==> config.mk <==
export PLATFORM = sky130hd
export DESIGN_NAME = pipeline_hazard_ctrl
export DESIGN_NICKNAME = d
export VERILOG_FILES = /design/src/rtl/pipeline_hazard_ctrl.sv
export SDC_FILE = /design/constraint.sdc
export NUM_CORES = 1
export LEC_CHECK = 0
export CAP_MARGIN = 10
export CORE_MARGIN = 2
export CORE_UTILIZATION = 45
export DETAILED_ROUTE_END_ITERATION = 10
export HOLD_SLACK_MARGIN = 0.1
export PLACE_DENSITY_LB_ADDON = 0.12
export SLEW_MARGIN = 20
export SYNTH_ARGS = -nofsm -noshare
export SYNTH_HDL_FRONTEND = slang
export SYNTH_SLANG_ARGS = --single-unit
==> constraint.sdc <==
create_clock -name Clk -period 5.5 [get_ports Clk]
set_input_delay 1.65 -clock Clk [delete_from_list [all_inputs] [get_ports Clk]]
set_output_delay 1.65 -clock Clk [all_outputs]
set_load 0.01 [all_outputs]
==> src/rtl/pipeline_hazard_ctrl.sv <==
// Stall/flush controller for the five-stage pipeline.
// Resolves load-use, branch squash, memory wait and halt drain.
module pipeline_hazard_ctrl #(
  parameter int MEM_TIMEOUT  = 16,
  parameter int DRAIN_CYCLES = 4
) (
  input  logic        Clk,
  input  logic        Rst_n,
  input  logic [4:0]  id_rs1,
  input  logic [4:0]  id_rs2,
  input  logic        id_use_rs1,
  input  logic        id_use_rs2,
  input  logic [4:0]  ex_rd,
  input  logic        ex_is_load,
  input  logic        ex_branch_taken,
  input  logic        mem_req,
  input  logic        mem_ready,
  input  logic        halt_req,
  output logic        pc_we,
  output logic        ifid_we,
  output logic        idex_we,
  output logic        exmem_we,
  output logic        memwb_we,
  output logic        ifid_flush,
  output logic        idex_flush,
  output logic        exmem_flush,
  output logic        memwb_flush,
  output logic        mem_error,
  output logic        halted,
  output logic [31:0] stall_count,
  output logic [31:0] flush_count
);

  typedef enum logic [1:0] {
    RUN, MEM_WAIT, DRAIN, HALTED
  } state_t;

  localparam int WW = $clog2(MEM_TIMEOUT + 1);
  localparam int DW = $clog2(DRAIN_CYCLES + 1);

  state_t        state;
  logic [WW-1:0] wait_cnt;
  logic [DW-1:0] drain_cnt;

  logic       mem_stall;
  logic       load_use;
  logic       active;
  logic       br_hit;
  logic       lu_hit;
  logic [4:0] we_c;
  logic [3:0] fl_c;

  assign mem_stall = mem_req & ~mem_ready;
  assign load_use  = ex_is_load & (ex_rd != 5'd0) &
                     ((id_use_rs1 & (id_rs1 == ex_rd)) |
                      (id_use_rs2 & (id_rs2 == ex_rd)));
  assign active    = (state == RUN) | (state == MEM_WAIT);
  assign br_hit    = ~mem_stall & ex_branch_taken;
  assign lu_hit    = ~mem_stall & ~ex_branch_taken & load_use;

  // we_c = {pc, ifid, idex, exmem, memwb}; fl_c = {ifid, idex, exmem, memwb}
  always_comb begin
    we_c = 5'b11111;
    fl_c = 4'b0000;
    unique case (state)
      RUN, MEM_WAIT: begin
        unique case (1'b1)
          mem_stall: begin
            we_c = 5'b00001;
            fl_c = 4'b0001;
          end
          br_hit: fl_c = 4'b1100;
          lu_hit: begin
            we_c = 5'b00111;
            fl_c = 4'b0100;
          end
          default: ;
        endcase
      end
      DRAIN: begin
        if (mem_stall) begin
          we_c = 5'b00001;
          fl_c = 4'b0001;
        end else begin
          we_c = 5'b01111;
          fl_c = 4'b1000;
        end
      end
      HALTED: we_c = 5'b00000;
      default: ;
    endcase
  end

  assign {pc_we, ifid_we, idex_we, exmem_we, memwb_we} =
    we_c & {5{Rst_n}};
  assign {ifid_flush, idex_flush, exmem_flush, memwb_flush} =
    fl_c & {4{Rst_n}};
  assign halted = (state == HALTED);

  always_ff @(posedge Clk or negedge Rst_n) begin
    if (!Rst_n) begin
      state       <= RUN;
      wait_cnt    <= '0;
      drain_cnt   <= '0;
      mem_error   <= 1'b0;
      stall_count <= '0;
      flush_count <= '0;
    end else begin
      if (active && !we_c[4] && stall_count != 32'hFFFF_FFFF)
        stall_count <= stall_count + 32'd1;
      if (active && br_hit && flush_count != 32'hFFFF_FFFF)
        flush_count <= flush_count + 32'd1;
      unique case (state)
        RUN: begin
          if (mem_stall) begin
            state    <= MEM_WAIT;
            wait_cnt <= WW'(1);
          end else if (halt_req) begin
            state     <= DRAIN;
            drain_cnt <= '0;
          end
        end
        MEM_WAIT: begin
          if (!mem_stall) begin
            state <= RUN;
          end else if (wait_cnt == WW'(MEM_TIMEOUT - 1)) begin
            state     <= HALTED;
            mem_error <= 1'b1;
          end else begin
            wait_cnt <= wait_cnt + WW'(1);
          end
        end
        DRAIN: begin
          if (!mem_stall) begin
            if (drain_cnt == DW'(DRAIN_CYCLES - 1))
              state <= HALTED;
            else
              drain_cnt <= drain_cnt + DW'(1);
          end
        end
        HALTED: ;
        default: state <= RUN;
      endcase
    end
  end

endmodule

After elaboration in Yosys (flattened, before gate mapping)

Index checks and enable logic that the tools add are counted.

Input bits: 24
Memories: 0
Memory bits (read-only): 0
RAM bits: 0
Flip-flop bits (word level): 75
Bits in latches: 0
Logic and storage cells: 81
Output and inout port bits: 75

$add $sub $neg: 4
Multiplexer cells: 22
Shift-type cells: 0
Bitwise gates (word level): 15
Equality and inequality tests: 19
$lt $le $gt $ge: 0
Divide/modulo/power cells: 0
Multiply operators: 0
Reduce and logical (&&, ||, !) cells: 15

Operator list:

| cell                    | count |
|---|---|
| $add A32 B1 Y32 const B | 2 |
| $ne A32 B32 Y1 const B  | 2 |
| $pmux W5 S2             | 2 |
| $ne A2 B2 Y1 const B    | 8 |
| $mux W5                 | 3 |
| $pmux W5 S3             | 1 |
| $mux W2                 | 6 |
| $mux W3                 | 4 |
| $pmux W4 S3             | 1 |
| $eq A5 B5 Y1            | 2 |
| $reduce_and A5 Y1       | 2 |
| $and A1 B1 Y1           | 8 |
| $mux W4                 | 2 |
| $pmux W4 S2             | 1 |
| $pmux W2 S3             | 1 |
| $pmux W3 S2             | 1 |
| $add A5 B1 Y5 const B   | 1 |
| $and A5 B5 Y5           | 1 |
| $eq A5 B4 Y1 const B    | 1 |
| $reduce_bool A5 Y1      | 1 |
| $and A4 B4 Y4           | 1 |
| $eq A2 B2 Y1 const B    | 2 |
| $logic_and A1 B1 Y1     | 4 |
| $reduce_and A4 Y1       | 1 |
| other kinds (13)        | 17 |

Longest topological paths before layout

Gate-level depths: netlist of the first run.

Depth in word-level cells: 10
Depth in mapped cells: 10
Mapped depth without buffers: 8

Least setup slack after synthesis of the first run

No wires, ideal clock.

Path kind: input -> output
From: in mem_req
To: out ifid_we
Stages on the path: 6
Setup slack: 1.145 ns
Path buffers: 1
Required time: 3.850 ns
Arrival time: 2.705 ns
Cells stage by stage: nor2b_1 > clkbuf_1 > nor3_1 > a21boi_0 > a21oi_1 > nor2b_1

Word-level cells in the longest chain between the ends: 7
Elaborated cells on any way between the ends: 8
Those cells by class: mux (3); bitwise (5)

RTL lines:

| what                        | RTL line | source |
|---|---|---|
| start, declared             | 16       | `input logic mem_req,` |
| $and A1 B1 Y1 *             | 53       | `assign mem_stall = mem_req & ~mem_ready;` |
| $not A1 Y1                  | 59       | `assign lu_hit = ~mem_stall & ~ex_branch_taken & load_use;` |
| $and A1 B1 Y1 (2 in series) | 59       |  |
| $pmux W5 S2                 | 67       | `unique case (1'b1)` |
| $pmux W5 S3 *               | 65       | `unique case (state)` |
| $and A5 B5 Y5 *             | 95       | `we_c & {5{Rst_n}};` |
| end, declared               | 20       | `output logic ifid_we,` |

Every way passes the cells marked *; elsewhere a longest branch is shown, timed or not.

Worst setup path after layout of the first run

From: in ex_rd[0]
To: out ifid_we

Word-level cells in the longest chain between the ends: 8
Elaborated cells on any way between the ends: 12
Those cells by class: eq/ne (2); mux (2); bitwise (7); reduce/logical (1)

RTL lines:

| what                             | RTL line | source |
|---|---|---|
| start, declared                  | 13       | `input logic [4:0] ex_rd,` |
| $eq A5 B5 Y1 (on tied branches)  | 55, 56   |  |
| $and A1 B1 Y1 (on tied branches) | 55, 56   |  |
| $or A1 B1 Y1                     | 55       | `((id_use_rs1 & (id_rs1 == ex_rd)) \|` |
| $and A1 B1 Y1 *                  | 54       | `assign load_use = ex_is_load & (ex_rd != 5'd0) &` |
| $and A1 B1 Y1 *                  | 59       |  |
| $pmux W5 S2 *                    | 67       |  |
| $pmux W5 S3 *                    | 65       |  |
| $and A5 B5 Y5 *                  | 95       |  |

Marks and branches as above.

==> summary.md, run 1 <==
| Metric | Value |
|---|---|
| Final Non-Filler Cells | `615` |
| Power Total | `1.724 mW` |
| Critical path's slowest cell | `clkdlybuf4s50_1` |
| Max Slew Vio Count | `0` |
| Vias in the first global route | `3,250` |
| Worst Path Buf+Inv | `2` |
| Cell total after placement | `601` |
| Detailed Route WL | `9260 um` |
| Iter 0 DRT Violations | `140` |
| Final Cell Area | `5281 um2` |
| Grt total ovfl | `0` |
| Hold Buf Count CTS | `0` |
| Slew HR | `37.63%` |
| Hpwl dp | `6684 um` |
| Max-Cap Viols | `0` |
| Cell area after synthesis | `4045 um2` |
| Antenna Cells | `0` |
| Synthesized instance count | `404` |
| Chip Width | `98.81 um` |
| Fin. Hold Viols | `0` |
| Slack of the critical path | `0.1584 ns` |
| Final Net Count | `538` |
| Cell variety after synth | `49` |
| Post-synth EDFFs | `0` |
| HP Class | `flip-flop to flip-flop` |
| Arrival @ worst endpoint | `3.69 ns` |
| Worst setup SP type | `input port` |
| CTS Sinks | `75` |
| Final min period | `5.342 ns` |
| Async SR Flop Fraction | `100.0%` |
| Row cnt | `34` |
| Count of final setup violators | `0` |
| Slew at the pin closest to its max-slew limit | `0.9355 ns` |
| CP peak stage delay | `0.54 ns` |
| # fillers | `762` |
| Largest net degree at the start of global routing | `76` |
| DR vias/cell | `5.402` |
| Finished Core Util | `60.56%` |
| Power per Cell Area | `326.4 nW/um2` |
| Post-synth top flop | `dfrtp_1` |
| VDD IR-drop max | `0.1419 mV` |
| Register cell area after layout | `1877 um2` |
| Crit path cell chain | `clkdlybuf4s50_1, nor3_1, a2111oi_4, a21boi_1, a21oi_1, nor2b_1, clkdlybuf4s50_1` |
| Placeable Area | `8721 um2` |
| CTS tree | `built` |
| Period utilization | `97.12%` |
| Htree depth | `3` |
| #FFs+latches synth | `75` |
| Avg Inst Size Synth | `10.01 um2` |
| RSZ-0062 raised after global routing | `false` |
| CP top delay family | `buffers and inverters` |
| Latest clock arrival within the worst-skew pair | `0.34 ns` |
| Global-route wire length before repair | `15,680 um` |
| TritonRoute pass-1 iters | `4` |
| Root Buffer | `clkbuf_8` |
| WHS | `0.4744 ns` |
| Clock buffer count from CTS | `9` |
| CTS clk-pin slew, worst paths | `0.07 ns` |
| Number of antenna violations at the first check in global routing | `0` |
| Multi-input logic area | `2022 um2` |
| Clk buf depth | `2` |
| Crit-path most repeated cell | `clkdlybuf4s50_1` |
| Share of cells above drive strength 1 | `7.495%` |
| Fin Setup TNS | `0 ns` |
| Die H | `98.81 um` |
| Synth warnings | `0` |
| Leakage power | `2.369 nW` |
| Top Ports | `99` |
| WL/cell | `15.06 um` |
| Layout area overhead | `30.56%` |
| Detail Route Antenna Nets | `0` |
| Kind of critical path | `input port to output port` |
| Die area | `9763 um2` |
| Placed cell areas | `5091 um2` |
| Worst Path Required | `3.85 ns` |
| GP Congestion | `0.8498` |
| Max Clock Skew | `0.008575 ns` |
| Sequential-to-total area share from yosys stat | `46.40%` |
| Crit path capture type | `output port` |
| Remaining routing DRC violations | `0` |
| Max Fclk | `187.2 MHz` |
| Synth Net Count | `438` |
| Status | `finished, final reports clean` |
| Port Buffer Count | `97` |
| Dpl ws | `0.08932 ns` |
| GRT Total Usage | `19.60%` |
| Worst-path fanout max | `3` |
| Starting Density | `46.38%` |
| Via count | `3,322` |
kinds of logic after synthesis:
logic type                 share of synthesized area (%)
adders and majority gates                          3.093
muxes                                             0.8351
AOI/OAI and AO/OA                                  6.713
DFF                                                46.40
buffers and inverters                              3.835
other                                            0.09270
and+or+nand+nor                                    24.31
xor gates and xnor gates                           14.72
final cells by class:
type	count	area share (%)
sequential	75	35.54
multi-input combinational	300	38.28
timing repair buffer	102	19.05
inverter	16	1.137
clock buffer	11	2.677
tap	108	2.559
clock inverter	3	0.7581
worst reg2reg max path, cell delays in order (launching register included):
cell and delay (ns):
dfrtp_1 0.44, ha_1 0.24, nand4_1 0.14, nor4_1 0.66
nand4_1 0.21, nand3_1 0.48, buf_4 0.33, mux2_2 0.36
timing repair:
| action | in CTS | in global routing |
|---|---|---|
| endpoints found under the setup margin | 0 | 1 |
| gates resized for setup | 0 | 1 |
| setup buffers | 0 | 0 |
final timing paths:
check	from	endpoint	slack [ns]	cells past startpoint
worst max-delay path	ex_rd[0]	ifid_we	0.16	7
worst min-delay path	mem_error	mem_error	0.47	1
worst max register to register	stall_count[0]	stall_count[1]	2.52	7
worst min register to register	mem_error	mem_error	0.47	1
max in group asynchronous	Rst_n	stall_count[12]	3.32	2
min in group asynchronous	Rst_n	state[0]	1.57	2
report_power, final:
part	leakage, nW	internal [mW]	total [mW]	switching [mW]
registers	0.980	0.626	0.713	0.0870
logic	1.29	0.287	0.600	0.312
clock network	0.0950	0.216	0.411	0.195
total	2.37	1.13	1.72	0.594
flip-flops by register name, indices dropped and copies added (netlist names):
name,flops
stall_count,32
mem_error,1
drain_cnt,3
wait_cnt,5
state,2
flush_count,32
per-layer routing:
metal	GRT usage, %	part of all wire [%]	wire length [um]
met1	28.64	50	4594
met2	29.37	45	4153
met3	3.617	4.2	387
met4	6.849	1.3	125
met5	0	0	0
Yosys cell counts (all sizes together), types with 2 or more instances:
master	instances	share of area, %
nand2b	4	0.62
xor2	37	8.0
nor4	7	1.8
and3	7	1.2
dfrtp	75	46
nor2b	3	0.46
or3	6	0.93
or2	2	0.31
inv	16	1.5
nor3	26	3.5
buf	9	1.7
a21oi	7	0.87
and2	3	0.46
mux2	3	0.84
nand2	40	3.7
a31o	2	0.43
a22o	5	1.1
ha	10	3.1
nor2	28	2.6
o21ai	10	1.2
nand3	24	3.0
xnor2	31	6.7
a21o	2	0.37
clkbuf	4	0.62
nand4	18	2.8
a41oi	2	0.43
and4	9	2.1
cell usage in the layout, fill, tap and decap left out, drive strengths merged, types with 4 or more instances in the layout:
cell / count
a21oi: 7
a22o: 5
and3: 7
and4: 9
buf: 6
clkbuf: 11
clkdlybuf4s50: 96
dfrtp: 75
ha: 10
inv: 16
nand2: 40
nand2b: 4
nand3: 24
nand4: 18
nor2: 28
nor3: 26
nor4: 7
o21ai: 10
or3: 6
xnor2: 31
xor2: 37
Note: power is estimated with default switching activity, not from simulation.
==> inputs of run 2 (changes only) <==
--- a/config.mk
+++ b/config.mk
@@ -7,7 +7,7 @@
 export LEC_CHECK = 0
 export CAP_MARGIN = 10
 export CORE_MARGIN = 2
-export CORE_UTILIZATION = 45
+export CORE_UTILIZATION = 54
 export DETAILED_ROUTE_END_ITERATION = 10
 export HOLD_SLACK_MARGIN = 0.1
 export PLACE_DENSITY_LB_ADDON = 0.12
==> summary.md, run 2 (same netlist as run 1, synthesis figures left out) <==
| Metric | Value |
|---|---|
| Status | `finished, final reports clean` |
| Worst r2r dst | `stall_count[17]` |
| Cells on worst reg2reg path | `8 (+1)` |
| GRT Total Usage | `23.00% (+3.4 points)` |
| Worst Path Buf+Inv | `2 (unchanged)` |
| Remaining routing DRC violations | `0 (unchanged)` |
| Latest clock arrival within the worst-skew pair | `0.35 ns (about the same)` |
| Max-Cap Viols | `0 (unchanged)` |
| Chip Width | `90.55 um (-8.4%)` |
| Antenna Cells | `0 (unchanged)` |
| Worst Path Required | `3.85 ns (about the same)` |
| GP Congestion | `0.8341 (-1.8%)` |
| Fin Setup TNS | `0 ns (unchanged)` |
| Worst setup SP type | `input port` |
| Layout area overhead | `31.21%` |
| Crit path capture type | `output port` |
| Largest net degree at the start of global routing | `63 (-17%)` |
| Die area | `8199 um2 (-16%)` |
| Htree depth | `3 (unchanged)` |
| Fin. Hold Viols | `0 (unchanged)` |
| Grt total ovfl | `0 (unchanged)` |
| HP Class | `flip-flop to flip-flop` |
| TritonRoute pass-1 iters | `4 (unchanged)` |
| Row cnt | `31 (-8.8%)` |
| Met2 routed WL | `4332 um (+4.3%)` |
| Clk buf depth | `2 (unchanged)` |
| Via count | `3,351 (+0.87%)` |
| Max layer used | `met4` |
| Power per Cell Area | `332.3 nW/um2 (+1.8%)` |
| Worst Hold End | `mem_error` |
| Clock buffer count from CTS | `9 (unchanged)` |
| Detail Route Antenna Nets | `0 (unchanged)` |
| Iter 0 DRT Violations | `151 (+7.9%)` |
| Kind of critical path | `input port to output port` |
| Root Buffer | `clkbuf_8` |
| Arrival @ worst endpoint | `3.61 ns (-0.08 ns)` |
| Power Total | `1.764 mW (+2.3%)` |
| Starting Density | `55.77% (+9.4 points)` |
| Count of final setup violators | `0 (unchanged)` |
| Dpl ws | `0.1434 ns (+0.05409 ns)` |
| CTS Sinks | `75 (unchanged)` |
| Max Clock Skew | `0.01099 ns (+0.002412 ns)` |
| Hold depth | `1 (unchanged)` |
| Number of antenna violations at the first check in global routing | `0 (unchanged)` |
| Most common cell after layout, fill and taps aside | `clkdlybuf4s50_1` |
| CTS clk-pin slew, worst paths | `0.08 ns (about the same)` |
| Vias in the first global route | `3,169 (-2.5%)` |
| Final min period | `5.264 ns (-0.07757 ns)` |
| WL/cell | `14.92 um (-0.88%)` |
| Port Buffer Count | `97 (unchanged)` |
| Hold Buf Count CTS | `0 (unchanged)` |
| Final Net Count | `539 (+0.19%)` |
| Leakage power | `2.390 nW (+0.90%)` |
| Commonest cells after routing, fill and taps aside | `96 x clkdlybuf4s50_1, 75 x dfrtp_1, 40 x nand2_1, 37 x xor2_1, 31 x xnor2_1` |
| Max Fclk | `190.0 MHz (+1.5%)` |
| CP top delay family | `buffers and inverters` |
| FF-to-FF setup slack | `2.54 ns (+0.02 ns)` |
| Crit path cell chain | `clkdlybuf4s50_1, nor2b_1, a2111oi_4, a21boi_0, a21oi_1, nor2b_1, clkdlybuf4s50_1` |
| Worst r2r src | `stall_count[0]` |
| Top Ports | `99 (unchanged)` |
| Routed metal-1 wirelength | `4174 um (-9.1%)` |
| Cell total after placement | `593 (-1.3%)` |
| DR vias/cell | `5.502 (+1.9%)` |
| Global-route wire length before repair | `15,500 um (-1.1%)` |
| CP peak stage delay | `0.54 ns (about the same)` |
| Die H | `90.55 um (-8.4%)` |
| Slew HR | `46.17% (+8.5 points)` |
| Slack of the critical path | `0.2360 ns (+0.07757 ns)` |
| Final Non-Filler Cells | `609 (-0.98%)` |
| Share of cells above drive strength 1 | `8.235% (+0.74 points)` |
| Period utilization | `95.71% (-1.4 points)` |
| Slew at the pin closest to its max-slew limit | `0.8001 ns (-0.1354 ns)` |
| Placeable Area | `7253 um2 (-17%)` |
| RSZ-0062 raised after global routing | `false` |
| Largest regs | `flush_count: 32 flops, stall_count: 32 flops, wait_cnt: 5 flops` |
| Critical path's slowest cell | `clkdlybuf4s50_1` |
| Worst-path fanout max | `3 (unchanged)` |
| Hpwl dp | `6558 um (-1.9%)` |
| Detailed Route WL | `9089 um (-1.8%)` |
| VDD IR-drop max | `0.1524 mV (+7.4%)` |
| Worst Hold Launch | `mem_error` |
| Met3 WL | `455 um (+18%)` |
| CTS tree | `built` |
| Max Slew Vio Count | `0 (unchanged)` |
## run 2: changes by cell type in the layout (fill, tap and decap cells not counted), sizes merged
cell | previous run | this run
inv | 16 | 17
clkinv | 2 | 3
clkbuf | 11 | 10
buf | 6 | 7
bufinv | 1 | 2
## run 2: through the flow
step           utilization, %  instance area (um2)  hold WS [ns]
3_3_place_gp            70.14                 5087        0.4520
2_1_floorplan               -                 4045        0.4494
4_1_cts                 73.11                 5303        0.4731
6_report                73.18                 5308        0.4706
3_5_place_dp            70.14                 5087        0.4548
5_1_grt                 73.18                 5308        0.4876
## run 2: what timing repair did
action | 4_1_cts | 5_1_grt
setup buffers | 0 | 0
resized for setup | 0 | 1
hold endpoints to repair | 0 | 0
setup endpoints to repair | 0 | 1
## run 2: power breakdown
| part | switching (mW) | total, mW | leakage [nW] | internal (mW) |
|---|---|---|---|---|
| registers | 0.0801 | 0.706 | 0.980 | 0.626 |
| clock network | 0.203 | 0.459 | 0.111 | 0.256 |
| logic | 0.313 | 0.598 | 1.30 | 0.286 |
| total | 0.595 | 1.76 | 2.39 | 1.17 |
## run 2: layer usage
layer	global-route usage (%)	vias to the layer above
met4	8.205	0
met3	4.591	12
met5	0	-
met1	31.65	1631
met2	36.38	92
li1	-	1616
## run 2: worst reg2reg max path: stages (launching register included)
cell and delay [ns]:
dfrtp_1 0.44, ha_1 0.23, nand4_1 0.13, nor4_1 0.69
nand4_1 0.25, nand3_1 0.51, buf_4 0.33, nor3_1 0.09
xor2_1 0.15
## run 2: worst max-delay path by stage
stage                     slack, ns  depth (start not counted)       to  startpoint
after floorplan                1.15                          6  ifid_we     mem_req
after global placement         0.14                          7  ifid_we    ex_rd[0]
after detailed placement       0.14                          7  ifid_we    ex_rd[1]
after CTS                      0.12                          7  ifid_we    ex_rd[1]
after global routing           0.09                          7  ifid_we     mem_req
final                          0.24                          7  ifid_we     mem_req
## run 2: area by class of cell
type	instances	area, um2
clock inverter	6	87.58
multi-input combinational	300	2018
timing repair buffer	103	1013
tap	99	123.9
inverter	16	60.06
sequential	75	1877
clock buffer	10	127.6
fill	557	1946
==> inputs of run 3 (changes only) <==
--- a/config.mk
+++ b/config.mk
@@ -7,7 +7,7 @@
 export LEC_CHECK = 0
 export CAP_MARGIN = 10
 export CORE_MARGIN = 2
-export CORE_UTILIZATION = 54
+export CORE_UTILIZATION = 35
 export DETAILED_ROUTE_END_ITERATION = 10
 export HOLD_SLACK_MARGIN = 0.1
 export PLACE_DENSITY_LB_ADDON = 0.12
==> summary.md, run 3 (same netlist as run 1, synthesis figures left out) <==
| Metric | Value |
|---|---|
| Max Slew Vio Count | `0 (unchanged)` |
| Most common cell after layout, fill and taps aside | `clkdlybuf4s50_1` |
| Row cnt | `39 (+26%)` |
| Fin. Hold Viols | `0 (unchanged)` |
| Crit path cell chain | `clkdlybuf4s50_1, nor3_1, a2111oi_4, a21boi_1, a21oi_1, nor2b_1, clkdlybuf4s50_1` |
| Commonest cells after routing, fill and taps aside | `96 x clkdlybuf4s50_1, 75 x dfrtp_1, 40 x nand2_1, 37 x xor2_1, 31 x xnor2_1` |
| Global-route wire length before repair | `16,590 um (+7.0%)` |
| Count of final setup violators | `0 (unchanged)` |
| Max-Cap Viols | `0 (unchanged)` |
| Starting Density | `35.58% (-20 points)` |
| Slew HR | `52.30% (+6.1 points)` |
| Top Ports | `99 (unchanged)` |
| Hold Buf Count CTS | `0 (unchanged)` |
| Largest regs | `flush_count: 32 flops, stall_count: 32 flops, wait_cnt: 5 flops` |
| Root Buffer | `clkbuf_16` |
| RSZ-0062 raised after global routing | `false` |
| WL/cell | `15.01 um (+0.58%)` |
| # fillers | `1,090 (+96%)` |
| Detailed Route WL | `9787 um (+7.7%)` |
| GRT Total Usage | `16.36% (-6.6 points)` |
| Iter 0 DRT Violations | `116 (-23%)` |
| Status | `finished, final reports clean` |
| Remaining routing DRC violations | `0 (unchanged)` |
| Latest clock arrival within the worst-skew pair | `0.33 ns (-0.02 ns)` |
| Clock buffer count from CTS | `9 (unchanged)` |
| CP peak stage delay | `0.54 ns (about the same)` |
| GP Congestion | `0.7812 (-6.3%)` |
| Largest net degree at the start of global routing | `46 (-27%)` |
| HP Class | `flip-flop to flip-flop` |
| CTS tree | `built` |
| Worst setup SP type | `input port` |
| Htree depth | `3 (unchanged)` |
| Via count | `3,296 (-1.6%)` |
| Final min period | `5.299 ns (+0.03520 ns)` |
| Share of cells above drive strength 1 | `7.859% (-0.38 points)` |
| Worst Path Required | `3.85 ns (about the same)` |
| Number of antenna violations at the first check in global routing | `0 (unchanged)` |
| Placed cell areas | `5150 um2 (+1.2%)` |
| Max Fclk | `188.7 MHz (-0.66%)` |
| Critical path's slowest cell | `clkdlybuf4s50_1` |
| Leakage power | `2.414 nW (+1.0%)` |
| Fin Setup TNS | `0 ns (unchanged)` |
| Crit-path most repeated cell | `clkdlybuf4s50_1` |
| Grt peak-use layer | `met2` |
| Layout area overhead | `33.96%` |
| Die H | `111.5 um (+23%)` |
| Max Clock Skew | `0.008270 ns (-0.002717 ns)` |
| Placeable Area | `11,370 um2 (+57%)` |
| Worst-path fanout max | `3 (unchanged)` |
| Power per Cell Area | `342.8 nW/um2 (+3.1%)` |
| Grt total ovfl | `0 (unchanged)` |
| Final Cell Area | `5419 um2 (+2.1%)` |
| Antenna Cells | `0 (unchanged)` |
| Period utilization | `96.35% (+0.64 points)` |
| Crit path capture type | `output port` |
| Slew at the pin closest to its max-slew limit | `0.7089 ns (-0.09123 ns)` |
| Clk buf depth | `2 (unchanged)` |
| Vias in the first global route | `3,329 (+5.0%)` |
| CTS clk-pin slew, worst paths | `0.05 ns (-0.03 ns)` |
| CTS Sinks | `75 (unchanged)` |
| Met2 usage | `25.37% (-11 points)` |
| Kind of critical path | `input port to output port` |
| Detail Route Antenna Nets | `0 (unchanged)` |
| VDD IR-drop max | `0.1710 mV (+12%)` |
| Final Net Count | `540 (+0.19%)` |
| Chip Width | `111.5 um (+23%)` |
| Register cell area after layout | `1877 um2 (unchanged)` |
| TritonRoute pass-1 iters | `4 (unchanged)` |
| DR vias/cell | `5.055 (-8.1%)` |
| Hpwl dp | `7136 um (+8.8%)` |
| Die area | `12,430 um2 (+52%)` |
| Met1 Use GR | `22.52% (-9.1 points)` |
| Port Buffer Count | `97 (unchanged)` |
| Met3 GRT Util | `4.137% (-0.45 points)` |
| Multi-input logic area | `2013 um2 (-0.25%)` |
| Arrival @ worst endpoint | `3.65 ns (+0.04 ns)` |
## run 3: path summary, 6_finish.rpt
kind | from | to | slack [ns] | depth (start not counted)
setup / recovery | ex_rd[0] | ifid_we | 0.20 | 7
hold / removal | mem_error | mem_error | 0.46 | 1
setup reg to reg | stall_count[0] | stall_count[31] | 2.55 | 8
hold reg to reg | mem_error | mem_error | 0.46 | 1
max in group asynchronous | Rst_n | flush_count[8] | 3.61 | 2
min in group asynchronous | Rst_n | mem_error | 1.40 | 2
## run 3: cell type report
class / instances / share of cell area, %
multi-input combinational: 300 / 37.15
sequential: 75 / 34.63
timing repair buffer: 104 / 18.84
clock buffer: 12 / 4.733
tap: 143 / 3.302
inverter: 16 / 1.108
clock inverter: 2 / 0.2309
## run 3: what timing repair did
action	4_1_cts	5_1_grt
setup endpoints to repair	0	2
setup buffers	0	0
resized for setup	0	1
## run 3: stage by stage
step / total power, mW / instances / util (%) / setup slack [ns] / hold slack, ns
6_report: 1.857 / 652 / 47.66 / 0.2008 / 0.4642
3_3_place_gp: 1.314 / 638 / 45.30 / 0.1316 / 0.4511
3_5_place_dp: 1.326 / 638 / 45.30 / 0.07716 / 0.4572
5_1_grt: 1.986 / 652 / 47.66 / 0.02800 / 0.5004
4_1_cts: 1.880 / 652 / 47.66 / 0.06874 / 0.4696
2_1_floorplan: 1.085 / 404 / - / 1.145 / 0.4494
## run 3: metal layers
metal | share of wire, % | vias up
met4 | 1.4 | 0
met2 | 46 | 62
met1 | 48 | 1611
li1 | - | 1614
met3 | 4.1 | 9
met5 | 0 | -
## run 3: report_power, final
| part | internal, mW | switching, mW | leakage [nW] |
|---|---|---|---|
| clock | 0.324 | 0.218 | 0.131 |
| combinational | 0.288 | 0.317 | 1.30 |
| sequential | 0.627 | 0.0824 | 0.980 |
## run 3: critical path, delay by kind of cell
| kind | cells | cell delay, ns |
|---|---|---|
| AOI/OAI and AO/OA | 3 | 0.48 |
| buffers and inverters | 2 | 1.01 |
| and+or+nand+nor | 2 | 0.50 |
